<file path="config.mk">
export PLATFORM = sky130hd
export DESIGN_NAME = a_rom_read
export DESIGN_NICKNAME = d
export VERILOG_FILES = /design/src/rtl/a_rom_read.sv
export SDC_FILE = /design/constraint.sdc
export NUM_CORES = 1
export LEC_CHECK = 0
export ABC_AREA = 1
export BUFFER_PORTS_ARGS = -buffer_cell sky130_fd_sc_hd__buf_2
export CORE_ASPECT_RATIO = 0.7
export CORE_UTILIZATION = 47
export CTS_BUF_LIST = sky130_fd_sc_hd__clkbuf_8
export DETAILED_ROUTE_END_ITERATION = 7
export PLACE_DENSITY_LB_ADDON = 0.2
export SYNTH_ARGS = -nofsm -noshare
export SYNTH_HDL_FRONTEND = slang
export SYNTH_SLANG_ARGS = --single-unit
</file>
<file path="constraint.sdc">
create_clock -name clk -period 1.1 [get_ports clk]
set_input_delay 0.22 -clock clk [delete_from_list [all_inputs] [get_ports clk]]
set_output_delay 0.22 -clock clk [all_outputs]
set_load 0.01 [all_outputs]
</file>
<file path="src/rtl/a_rom_read.sv">
// a_rom_read: streams the packed 8x4 coefficient matrix A out of a 16-word
// memory, two 7-bit coefficients per word, column-major, tagged with row/col.
// Optional build macro A_READ_LOOP_EN: wrap from the last word back to word 0
// and keep streaming forever (DONE never entered).
module a_rom_read #(
    parameter int unsigned COEF_W = 7,
    parameter int unsigned ADDR_W = 4,
    parameter int unsigned WORDS  = 16
) (
    input  logic                clk,
    input  logic                rst,
    input  logic                aload_done,
    input  logic                start,
    output logic                rd_en,
    output logic [ADDR_W-1:0]   rd_addr,
    input  logic [2*COEF_W-1:0] rd_data,
    output logic [COEF_W-1:0]   coef_out,
    output logic [2:0]          coef_row,
    output logic [1:0]          coef_col,
    output logic                coef_valid,
    input  logic                coef_ready,
    output logic                busy,
    output logic                done
);

    localparam int unsigned DATA_W = 2 * COEF_W;
    localparam int unsigned ROW_W  = 3;
    localparam int unsigned COL_W  = 2;
    localparam int unsigned P_W    = ROW_W - 1;
    localparam logic [ADDR_W-1:0] LAST_ADDR = ADDR_W'(WORDS - 1);

    typedef enum logic [2:0] {
        S_IDLE,
        S_FETCH,
        S_CAPTURE,
        S_EMIT_HI,
        S_EMIT_LO,
        S_DONE
    } state_e;

    state_e              state_q, state_d;
    logic [ADDR_W-1:0]   addr_q, addr_d;
    logic [DATA_W-1:0]   hold_q, hold_d;
    logic                lo_q, lo_d;
    logic                rd_en_q, rd_en_d;
    logic                valid_q, valid_d;
    logic                busy_q, busy_d;
    logic                done_q, done_d;
    logic                xfer;
    logic                go;

    assign xfer = valid_q && coef_ready;
    assign go   = start && aload_done;

    // Next-state, datapath and registered-output decode
    always_comb begin
        state_d = state_q;
        addr_d  = addr_q;
        hold_d  = hold_q;
        lo_d    = lo_q;

        case (state_q)
            S_IDLE: begin
                if (go) begin
                    addr_d  = '0;
                    state_d = S_FETCH;
                end
            end
            S_FETCH: begin
                state_d = S_CAPTURE;
            end
            S_CAPTURE: begin
                hold_d  = rd_data;
                lo_d    = 1'b0;
                state_d = S_EMIT_HI;
            end
            S_EMIT_HI: begin
                // Shift the low coefficient into the output half of the hold register
                if (xfer) begin
                    hold_d  = {hold_q[COEF_W-1:0], COEF_W'(0)};
                    lo_d    = 1'b1;
                    state_d = S_EMIT_LO;
                end
            end
            S_EMIT_LO: begin
                if (xfer) begin
                    if (addr_q == LAST_ADDR) begin
`ifdef A_READ_LOOP_EN
                        addr_d  = '0;
                        state_d = S_FETCH;
`else
                        state_d = S_DONE;
`endif
                    end else begin
                        addr_d  = addr_q + ADDR_W'(1);
                        state_d = S_FETCH;
                    end
                end
            end
            S_DONE: begin
                if (go) begin
                    addr_d  = '0;
                    state_d = S_FETCH;
                end
            end
            default: begin
                state_d = S_IDLE;
            end
        endcase

        rd_en_d = (state_d == S_FETCH);
        valid_d = (state_d == S_EMIT_HI) || (state_d == S_EMIT_LO);
        busy_d  = (state_d == S_FETCH) || (state_d == S_CAPTURE) ||
                  (state_d == S_EMIT_HI) || (state_d == S_EMIT_LO);
        done_d  = (state_d == S_DONE);
    end

    // State and output registers with synchronous reset
    always_ff @(posedge clk) begin
        if (rst) begin
            state_q <= S_IDLE;
            addr_q  <= '0;
            hold_q  <= '0;
            lo_q    <= 1'b0;
            rd_en_q <= 1'b0;
            valid_q <= 1'b0;
            busy_q  <= 1'b0;
            done_q  <= 1'b0;
        end else begin
            state_q <= state_d;
            addr_q  <= addr_d;
            hold_q  <= hold_d;
            lo_q    <= lo_d;
            rd_en_q <= rd_en_d;
            valid_q <= valid_d;
            busy_q  <= busy_d;
            done_q  <= done_d;
        end
    end

    // Row/col come straight from the word address: row = {p, half}, col = a[3:2]
    assign rd_en      = rd_en_q;
    assign rd_addr    = addr_q;
    assign coef_out   = hold_q[DATA_W-1:COEF_W];
    assign coef_row   = {addr_q[P_W-1:0], lo_q};
    assign coef_col   = addr_q[P_W +: COL_W];
    assign coef_valid = valid_q;
    assign busy       = busy_q;
    assign done       = done_q;

endmodule

</file>
==> flow_metrics.py <==
metrics = {
    "yosys": {
        "synth_xor_area_frac": 0.00692,
        "synthMuxAreaShare": 0,
        "postSynthCellCount": 166,
        "syn-cell-area_sq_mm": 0.00126,
        "synth_fa_ha_area_frac": 0.00989,
        "synth.avg_cell_area_sq_um": 7.62,
        "synth_edf_count": 0,
        "synthFlopType": "dfxtp_1",
        "yosys.area.top_type": "dfxtp_1",
        "synth_top_family_by_area": "simple AND/OR/NAND/NOR gates",
        "yosys.area_share.simple": 0.281,
        "synth_cell_type_count": 23,
        "seq_area_frac_synth": 0.411,
        "synth_seq_cells": 26,
        "async_reset_ff_frac": 0,
        "synth_compound_area_frac": 0.139,
        "yosys-top-cells-area": "dfxtp_1 41%, nand2_1 7.7%, nand3_1 7.5%",
        "synth_top_area_share": 0.411,
        "ys_warn_count": 0,
        "synth_nets": 186,
    },
    "clock_tree": {
        "clock-sinks": 26,
        "cts.clk_slew.worst_paths_ns": 0.09,
        "clk_latency_ns": 0.27,
        "clockBufferDepth": 2,
        "cts_tree": "done",
        "root_buffer": "clkbuf_8",
        "ctsHoldBuffers": 0,
        "cts-buffers-inserted": 3,
        "htree_levels": 1,
    },
    "sta": {
        "finalHoldViolations": 0,
        "tns_ns": -2.58,
        "fin_crit_sh": 1.16,
        "finalWorstSetupSlack_ns": -0.178,
        "clock_skew_ns": 0.00189,
        "max_clock_freq_ghz": 0.783,
        "final-max-slew-violation-count": 0,
        "period_needed_ns": 1.28,
        "slew_headroom": 0.806,
        "tightest_slew_ns": 0.291,
        "rsz0062_at_grt": "yes",
        "finalSetupViolCount": 24,
    },
    "floorplan": {
        "die-area_sq_mm": 0.00291,
        "die_y_microns": 45.4,
        "start_util": 0.507,
        "core.rowCount": 15,
        "die_x_microns": 64.0,
        "io_pins": 39,
        "core_sq_mm": 0.00250,
    },
    "power_and_ir_drop": {
        "ir_drop_mv": 1.54,
        "p_leak_nw": 0.881,
        "powerDensity_mw_per_mm2": 1280,
    },
    "cells_and_area": {
        "syn2layout_area_growth_pct": 52.6,
        "fin_util": 0.773,
        "fin_nets": 243,
        "instances_no_fill": 256,
        "drive_above_1_share": 0.563,
        "n_antenna_cell": 0,
        "nFillCells": 170,
    },
    "grt": {
        "grt_overflow_total": 0,
        "grt_pass1_wl_microns": 5420,
        "grt_pass1_vias": 1225,
        "antenna_found_initial": 0,
        "track_usage": 0.252,
        "grt_max_degree": 18,
    },
    "job": {
        "cap_violations": 0,
    },
    "route": {
        "wl_microns": 3700,
        "route.vias.total": 1374,
        "wl_per_cell_microns": 14.4,
        "drc": 0,
        "antenna_left": 0,
        "drtIter0Drc": 97,
        "vias_per_cell": 5.37,
        "dr.pass1.iters": 4,
    },
    "worst_setup_path": {
        "start_kind": "register",
        "cp_max_fo": 7,
        "cp.required_ns": 1.29,
        "end_kind": "register",
        "critPathKind": "reg2reg",
        "cp.arrival_ns": 1.47,
    },
    "status": {
        "violations": "setup timing",
        "status": "finished, violations left",
    },
    "place": {
        "gp_congestion": 0.819,
        "placed_cells": 246,
        "io_buffer_count": 38,
        "hpwl_microns": 2380,
    },
    "worst_hold_path": {
        "hp-class": "in2reg",
    },
}
[power breakdown]
part / switching, mW / internal, mW / total (mW) / leakage, nW
sequential: 0.0555 / 1.02 / 1.07 / 0.217
combinational: 0.422 / 0.370 / 0.792 / 0.636
clock: 0.291 / 0.320 / 0.611 / 0.0288
[cell type report]
type	instances	area [sq um]	share of cell area
multi-input cells	108	708	0.367
flip-flops and latches	26	541	0.280
repair buffers	70	520	0.270
inverters	14	63.8	0.0331
clock buffers	4	55.1	0.0285
well taps	34	42.5	0.0220
[state kept, by name, summed over array words and instances (netlist names)]
| register | count |
|---|---|
| state_q | 3 |
| rd_addr | 4 |
| hold_q | 14 |
| rd_en | 1 |
| busy | 1 |
| coef_valid | 1 |
| done | 1 |
| lo_q | 1 |
[routing by layer]
metal,global-route usage,share of wire
met5,0,0
met4,0.0955,0.027
met1,0.317,0.42
met2,0.413,0.48
met3,0.0775,0.072
[cell usage after synthesis, types with 3 or more instances]
cell and n:
dfxtp_1 26, nand2_1 26, nand3_1 19, nor2_1 18, buf_4 12, inv_1 12, a21oi_1 8, a22oi_1 7
a31oi_1 7, nand2_2 5, o21ai_0 5, buf_6 3, nand4_1 3, o21ai_1 3
[critical path, cell delays in order, from the launching register on]
cell	delay, ns
dfxtp_2	0.34
inv_2	0.06
nor2_4	0.17
nand3_4	0.15
nand2_8	0.12
buf_4	0.12
o21ai_0	0.07
a31oi_1	0.17
[per-stage QoR]
step	cell area [sq um]	setup slack [ns]	hold slack, ns	power [mW]
2_1_floorplan	1310	-0.0441	0.381	1.50
3_3_place_gp	1600	-0.132	0.459	1.68
3_5_place_dp	1600	-0.190	0.468	1.70
4_1_cts	1820	-0.141	0.200	2.40
5_1_grt	1930	-0.239	0.203	2.60
6_report	1930	-0.178	0.204	2.48
[final timing paths]
kind | depth (start not counted) | start | slack [ns] | endpoint
max | 7 | state_q[1] | -0.18 | hold_q[8]
min | 3 | rd_data[1] | 0.20 | hold_q[1]
max reg2reg | 7 | state_q[1] | -0.18 | hold_q[8]
min reg2reg | 2 | hold_q[11] | 0.52 | hold_q[11]
[repair_timing]
action | CTS | global route
gates cloned | 0 | 0
buffers inserted | 4 | 4
endpoints found under the setup margin | 33 | 34
resized for setup | 33 | 26
pin swaps | 7 | 14
hold endpoints to repair | 0 | 0
[layout by cell type, fill, tap and decap left out, types with 3 or more instances in the layout]
cell type / netlist / final
a31oi_1: 7 / 7
dfxtp_1: 26 / 18
nand2_2: 5 / 8
nand2_4: 2 / 4
o21ai_0: 5 / 3
buf_4: 12 / 23
nand4_1: 3 / 3
clkbuf_8: 0 / 4
nor2_2: 2 / 6
o21ai_1: 3 / 4
nand3_2: 1 / 5
nor2_1: 18 / 12
buf_2: 1 / 29
a21oi_1: 8 / 6
dfxtp_4: 0 / 4
nand3_1: 19 / 14
dfxtp_2: 0 / 4
nand2_1: 26 / 20
a22oi_2: 0 / 7
buf_6: 3 / 18
inv_1: 12 / 9
[cell families (layout without fill, tap and decap cells)]
family	count (synthesis)	in the layout
simple gates	76	76
fa+ha+maj	1	1
xor+xnor	1	1
flops	26	26
buf+inv	32	88
compound gates	30	30
Power figures use the tool's default switching activity.
